===== src/rtl/matmul_feeder_if.sv =====
// Operand stream into the matmul feeder: one input-matrix row plus two
// weight elements per beat, with a valid/ready handshake.
interface matmul_feeder_if #(
    parameter int DATA_W = 16
);
    logic                   in_valid;
    logic                   in_ready;
    logic [16*DATA_W-1:0]   in_row;
    logic [2*DATA_W-1:0]    in_wgt;

    // Operand source side
    modport master (
        output in_valid,
        output in_row,
        output in_wgt,
        input  in_ready
    );

    // Feeder side
    modport slave (
        input  in_valid,
        input  in_row,
        input  in_wgt,
        output in_ready
    );
endinterface


===== src/rtl/matmul_feeder.sv =====
// Matmul feeder: streams cfg_k_len+1 operand beats into the PE array,
// waits PE_LAT cycles for the accumulator to settle, issues one round
// cycle and then a one-cycle done pulse. All outputs are registered.
module matmul_feeder #(
    parameter int PE_LAT = 2,
    parameter int DATA_W = 16
) (
    input  logic                  clk,
    input  logic                  rst_n,
    input  logic                  start,
    input  logic                  abort,
    input  logic [3:0]            cfg_k_len,
    input  logic [3:0]            cfg_acc_sel,
    input  logic [3:0]            cfg_round_sel,
    matmul_feeder_if.slave        in_bus,
    output logic [16*DATA_W-1:0]  data_input_matrix,
    output logic [2*DATA_W-1:0]   data_weight_matrix,
    output logic                  mac_en,
    output logic                  acc_clr,
    output logic [3:0]            add_number,
    output logic [3:0]            rounder_number,
    output logic                  rounder_en,
    output logic                  busy,
    output logic                  done
);

    typedef enum logic [2:0] {
        IDLE,
        STREAM,
        WAIT,
        ROUND,
        DONE
    } state_t;

    localparam logic [2:0] WAIT_LOAD = 3'(PE_LAT);

    state_t      state;
    logic        ready_q;
    logic [3:0]  beat_cnt;
    logic [3:0]  k_len;
    logic [2:0]  wait_cnt;
    logic        beat_fire;

    assign in_bus.in_ready = ready_q;

    // A beat offered in an abort cycle is never taken.
    assign beat_fire = in_bus.in_valid & ready_q & ~abort;

    // Job sequencer: state, counters, latched config and all registered outputs.
    always_ff @(posedge clk or negedge rst_n) begin
        if (!rst_n) begin
            state              <= IDLE;
            ready_q            <= 1'b0;
            beat_cnt           <= '0;
            k_len              <= '0;
            wait_cnt           <= '0;
            data_input_matrix  <= '0;
            data_weight_matrix <= '0;
            mac_en             <= 1'b0;
            acc_clr            <= 1'b0;
            add_number         <= '0;
            rounder_number     <= '0;
            rounder_en         <= 1'b0;
            busy               <= 1'b0;
            done               <= 1'b0;
        end else begin
            mac_en     <= 1'b0;
            acc_clr    <= 1'b0;
            rounder_en <= 1'b0;
            done       <= 1'b0;
            if (abort) begin
                state   <= IDLE;
                ready_q <= 1'b0;
                busy    <= 1'b0;
            end else begin
                case (state)
                    IDLE: begin
                        if (start) begin
                            state          <= STREAM;
                            ready_q        <= 1'b1;
                            busy           <= 1'b1;
                            beat_cnt       <= '0;
                            k_len          <= cfg_k_len;
                            add_number     <= cfg_acc_sel;
                            rounder_number <= cfg_round_sel;
                        end
                    end
                    STREAM: begin
                        if (beat_fire) begin
                            data_input_matrix  <= in_bus.in_row;
                            data_weight_matrix <= in_bus.in_wgt;
                            mac_en             <= 1'b1;
                            acc_clr            <= (beat_cnt == 4'd0);
                            beat_cnt           <= beat_cnt + 4'd1;
                            if (beat_cnt == k_len) begin
                                state    <= WAIT;
                                ready_q  <= 1'b0;
                                wait_cnt <= WAIT_LOAD;
                            end
                        end
                    end
                    WAIT: begin
                        if (wait_cnt == 3'd0) begin
                            state      <= ROUND;
                            rounder_en <= 1'b1;
                        end else begin
                            wait_cnt <= wait_cnt - 3'd1;
                        end
                    end
                    ROUND: begin
                        state <= DONE;
                        done  <= 1'b1;
                    end
                    DONE: begin
                        state <= IDLE;
                        busy  <= 1'b0;
                    end
                    default: begin
                        state   <= IDLE;
                        ready_q <= 1'b0;
                        busy    <= 1'b0;
                    end
                endcase
            end
        end
    end

endmodule


===== src/flat_wrapper.sv =====
// flat-port wrapper written by rule: the top's interface ports become plain ports
module matmul_feeder_flat 
#(
    parameter int PE_LAT = 2,
    parameter int DATA_W = 16
)
  (clk, rst_n, start, abort, cfg_k_len, cfg_acc_sel, cfg_round_sel, data_input_matrix, data_weight_matrix, mac_en, acc_clr, add_number, rounder_number, rounder_en, busy, done, in_bus_in_valid, in_bus_in_row, in_bus_in_wgt, in_bus_in_ready);
  matmul_feeder_if #(.DATA_W(DATA_W)) in_bus_i ();
  input  logic clk;
  input  logic rst_n;
  input  logic start;
  input  logic abort;
  input  logic [3:0] cfg_k_len;
  input  logic [3:0] cfg_acc_sel;
  input  logic [3:0] cfg_round_sel;
  output logic [16*DATA_W-1:0] data_input_matrix;
  output logic [2*DATA_W-1:0] data_weight_matrix;
  output logic mac_en;
  output logic acc_clr;
  output logic [3:0] add_number;
  output logic [3:0] rounder_number;
  output logic rounder_en;
  output logic busy;
  output logic done;
  input wire logic [$bits(in_bus_i.in_valid)-1:0] in_bus_in_valid;
  input wire logic [$bits(in_bus_i.in_row)-1:0] in_bus_in_row;
  input wire logic [$bits(in_bus_i.in_wgt)-1:0] in_bus_in_wgt;
  output wire logic [$bits(in_bus_i.in_ready)-1:0] in_bus_in_ready;
  assign in_bus_i.in_valid = in_bus_in_valid;
  assign in_bus_i.in_row = in_bus_in_row;
  assign in_bus_i.in_wgt = in_bus_in_wgt;
  assign in_bus_in_ready = in_bus_i.in_ready;
  matmul_feeder #(.PE_LAT(PE_LAT), .DATA_W(DATA_W)) u_core (.clk(clk), .rst_n(rst_n), .start(start), .abort(abort), .cfg_k_len(cfg_k_len), .cfg_acc_sel(cfg_acc_sel), .cfg_round_sel(cfg_round_sel), .in_bus(in_bus_i), .data_input_matrix(data_input_matrix), .data_weight_matrix(data_weight_matrix), .mac_en(mac_en), .acc_clr(acc_clr), .add_number(add_number), .rounder_number(rounder_number), .rounder_en(rounder_en), .busy(busy), .done(done));
endmodule

===== config.mk =====
export PLATFORM = sky130hd
export DESIGN_NAME = matmul_feeder_flat
export DESIGN_NICKNAME = d
export VERILOG_FILES = /design/src/rtl/matmul_feeder_if.sv /design/src/rtl/matmul_feeder.sv /design/src/flat_wrapper.sv
export SDC_FILE = /design/constraint.sdc
export NUM_CORES = 1
export LEC_CHECK = 0
export CAP_MARGIN = 20
export CELL_PAD_IN_SITES_DETAIL_PLACEMENT = 0
export CELL_PAD_IN_SITES_GLOBAL_PLACEMENT = 1
export CORE_AREA = 4 4 234 236
export CTS_CLUSTER_DIAMETER = 40
export DETAILED_ROUTE_END_ITERATION = 8
export DIE_AREA = 0 0 238 240
export DONT_BUFFER_PORTS = 1
export GPL_ROUTABILITY_DRIVEN = 0
export PLACE_DENSITY_LB_ADDON = 0.1
export SKIP_LAST_GASP = 1
export SYNTH_ARGS = -nofsm -noshare
export SYNTH_HDL_FRONTEND = slang
export SYNTH_SLANG_ARGS = --single-unit

===== constraint.sdc =====
create_clock -name clk -period 1.8 [get_ports clk]
set_input_delay 0.36 -clock clk [delete_from_list [all_inputs] [get_ports clk]]
set_output_delay 0.36 -clock clk [all_outputs]
set_load 0.01 [all_outputs]

==> flow_metrics.py <==
metrics = {
    "status": {
        "status": "finished, violations left",
        "violations": "hold timing, setup timing",
    },
    "sta": {
        "setup_violations": 274,
        "timing.fmax_ghz": 0.509,
        "setup_ws_ns": -0.165,
        "skew_ns": 0.0110,
        "min_period_over_period": 1.09,
        "slew_headroom": 0.274,
        "tns_ns": -31.95,
        "hold_violations": 316,
        "drv_slew": 0,
        "holdWs_ns": -0.517,
        "worstMarginPinSlew_ns": 1.09,
        "rsz0062_at_grt": "true",
        "period_needed_ns": 1.97,
    },
    "global_routing": {
        "grtUsageTotal": 0.129,
        "grt_pass1_wl_um": 56700,
        "antenna_found_initial": 1,
        "grt_overflow": 0,
        "grt_max_degree": 317,
        "grt_pass1_vias": 8723,
    },
    "setup_path": {
        "cp.required_ns": 2.25,
        "r2r_end": "u_core.data_input_matrix[104]",
        "critPathLaunchType": "register",
        "r2r_setup_slack_ns": -0.17,
        "worstReg2RegStart": "u_core.state[2]",
        "path_cells": "or3b_4 > nor3_4 > buf_6 > clkbuf_16 > buf_16 > mux2_2",
        "cp_slowest_stage_delay_ns": 0.40,
        "critPathMaxFanout": 19,
        "crit_type": "reg -> reg",
        "cp.arrival_ns": 2.41,
        "critical_path.endpoint_type": "register",
        "slowest_stage": "or3b_4",
        "r2r_cells": 6,
    },
    "power_and_ir_drop": {
        "switching_share": 0.302,
        "ir_worst_vdd_mv": 0.749,
        "p_clk_frac": 0.401,
        "cellPowerDensity_nw_per_um2": 1430,
        "power.leakage_nw": 8.11,
        "power_frac_comb": 0.121,
        "pwr-share-seq": 0.478,
        "power.total_mw": 26.6,
        "internal_power_mw": 18.6,
        "switchingPower_mw": 8.02,
    },
    "floorplan": {
        "start_util": 0.229,
        "num_rows": 84,
        "io_pins": 607,
        "die_h_um": 240,
        "dieWidth_um": 238,
        "die_area_um2": 57100,
        "coreArea_um2": 52400,
    },
    "place": {
        "place_ws_ns": -0.194,
        "io_buffer_count": 0,
        "dp.cells": 1414,
        "postPlaceCellArea_um2": 13000,
        "hpwl_um": 28400,
    },
    "yosys": {
        "yosys.area.top_type": "dfrtp_1",
        "synth_compound_area_frac": 0.0111,
        "syn_area_per_cell_um2": 16.6,
        "yosysMostFrequentCell": "dfrtp_1",
        "synth-xor-area-share": 0.00437,
        "ys_seq_area_frac": 0.658,
        "syn_area_um2": 12000,
        "syn-num-nets": 1034,
        "synth_area_leaders": "dfrtp_1 (66%), mux2_2 (19%), mux2_1 (9.4%), buf_6 (0.94%), buf_4 (0.69%)",
        "synth_fa_ha_area_frac": 0.00416,
        "synth_top_family_by_area": "multiplexers",
        "synth_ff_type": "dfrtp_1",
        "ys_top_cells_by_count": "dfrtp_1 (316), mux2_2 (200), mux2_1 (100)",
        "async_flop_share": 1.00,
        "yosys_warnings": 0,
        "yosysTopAreaCellShare": 0.658,
        "syn-instance-count": 725,
        "synth_edf_count": 0,
        "synthDistinctLibCells": 36,
        "yosys.area_share.simple": 0.0160,
        "yosys_register_bits": 316,
        "muxShareOfSynthArea": 0.281,
    },
    "worst_hold_path": {
        "hold_path_class": "in -> async",
    },
    "clocking": {
        "path_clk_slew_ns": 0.06,
        "h-tree-depth": 2,
        "numClockSinks": 316,
        "cts_buffers": 54,
        "root_buffer": "clkbuf_16",
        "clockBufferDepth": 3,
        "cts_tree": "built",
        "clock_latency_ns": 0.57,
    },
    "drt": {
        "postRouteAntennaNets": 0,
        "wire_per_inst_um": 22.3,
        "drt_wl_total_um": 41000,
        "drc": 0,
        "routed_via_density": 4.20,
        "vias": 7703,
        "first_pass_iters": 4,
        "drt-initial-drc-count": 211,
    },
    "finish": {
        "layout-drive-gt1-share": 0.328,
        "finalInstanceArea_um2": 18600,
        "multi_input_area_um2": 3950,
        "syn_to_final_growth_pct": 54.3,
        "diodes": 0,
        "ff_latch_area_um2": 7910,
        "fillerInstances": 5003,
        "layoutNonFillerInstCount": 1836,
        "final_core_util": 0.354,
        "nets": 1412,
    },
    "flow_run": {
        "cap_violations": 0,
    },
}
power by group through the flow:
stage / clock (mW) / sequential, mW / combinational [mW]
3_3_place_gp: 0 / 13.0 / 2.26
6_report: 10.7 / 12.7 / 3.21
5_1_grt: 11.3 / 13.0 / 3.52
3_5_place_dp: 0 / 12.9 / 2.44
4_1_cts: 11.0 / 12.8 / 3.02
2_1_floorplan: 0 / 11.7 / 2.03
flip-flops by register name, indices dropped and copies added, names as in the netlist:
| register | cells |
|---|---|
| u_core.busy | 1 |
| u_core.add_number | 4 |
| u_core.in_bus.in_ready | 1 |
| u_core.acc_clr | 1 |
| u_core.beat_cnt | 4 |
| u_core.rounder_en | 1 |
| u_core.data_weight_matrix | 32 |
| u_core.state | 3 |
| u_core.mac_en | 1 |
| u_core.data_input_matrix | 256 |
| u_core.k_len | 4 |
| u_core.wait_cnt | 3 |
| u_core.rounder_number | 4 |
| u_core.done | 1 |
layer usage:
metal | GRT usage | part of all wire | vias up
met1 | 0.127 | 0.33 | 3876
met4 | 0.0475 | 0.032 | 2
li1 | - | - | 3351
met5 | 0 | 0.00032 | -
met3 | 0.0585 | 0.10 | 77
met2 | 0.240 | 0.53 | 397
cells by family after synthesis:
| family | Yosys count |
|---|---|
| flops | 316 |
| xor+xnor | 6 |
| mux | 300 |
| buf+inv | 43 |
| fa+ha+maj | 4 |
| compound gates | 20 |
| simple gates | 36 |
critical path, delay by kind of cell (launching register included):
family,cells,cell delay [ns]
buffers and inverters,3,0.58
DFF,1,0.38
muxes,1,0.35
and+or+nand+nor,2,0.52
layout make-up:
class	instances	area share
flip-flops and latches	316	0.426
multi-input cells	366	0.213
repair buffers	357	0.209
clock buffers	61	0.0776
well taps	688	0.0464
inverters	8	0.00162
clock inverters	40	0.0258
how the worst max path moves through the flow:
stage                          from                       endpoint  slack, ns
floorplan           u_core.state[0]  u_core.data_input_matrix[124]      -0.02
global placement              abort  u_core.data_input_matrix[115]      -0.16
detailed placement            abort   u_core.data_input_matrix[31]      -0.19
CTS                 u_core.state[2]   u_core.data_input_matrix[66]      -0.18
global route        u_core.state[2]  u_core.data_input_matrix[177]      -0.22
finish              u_core.state[2]  u_core.data_input_matrix[104]      -0.17
repair_timing:
item / CTS / global route
endpoints found under the hold margin: 618 / 317
setup buffers: 7 / 0
setup endpoints to repair: 268 / 286
gates cloned: 4 / 10
gates resized for setup: 14 / 42
hold buffers: 300 / 1
cells in the final DEF (no fill, tap or decap), types with 5 or more instances in the layout:
master / n
nor2_1: 9
dfrtp_1: 316
xnor2_1: 5
clkinvlp_4: 7
bufinv_16: 7
buf_6: 8
clkinv_4: 8
buf_16: 7
buf_4: 22
dlygate4sd3_1: 301
clkbuf_16: 63
mux2_4: 36
buf_12: 8
inv_1: 8
mux2_1: 81
clkinv_2: 7
mux2_2: 183
nand2_1: 5
inv_6: 7
Note: power is estimated with default switching activity, not from simulation.
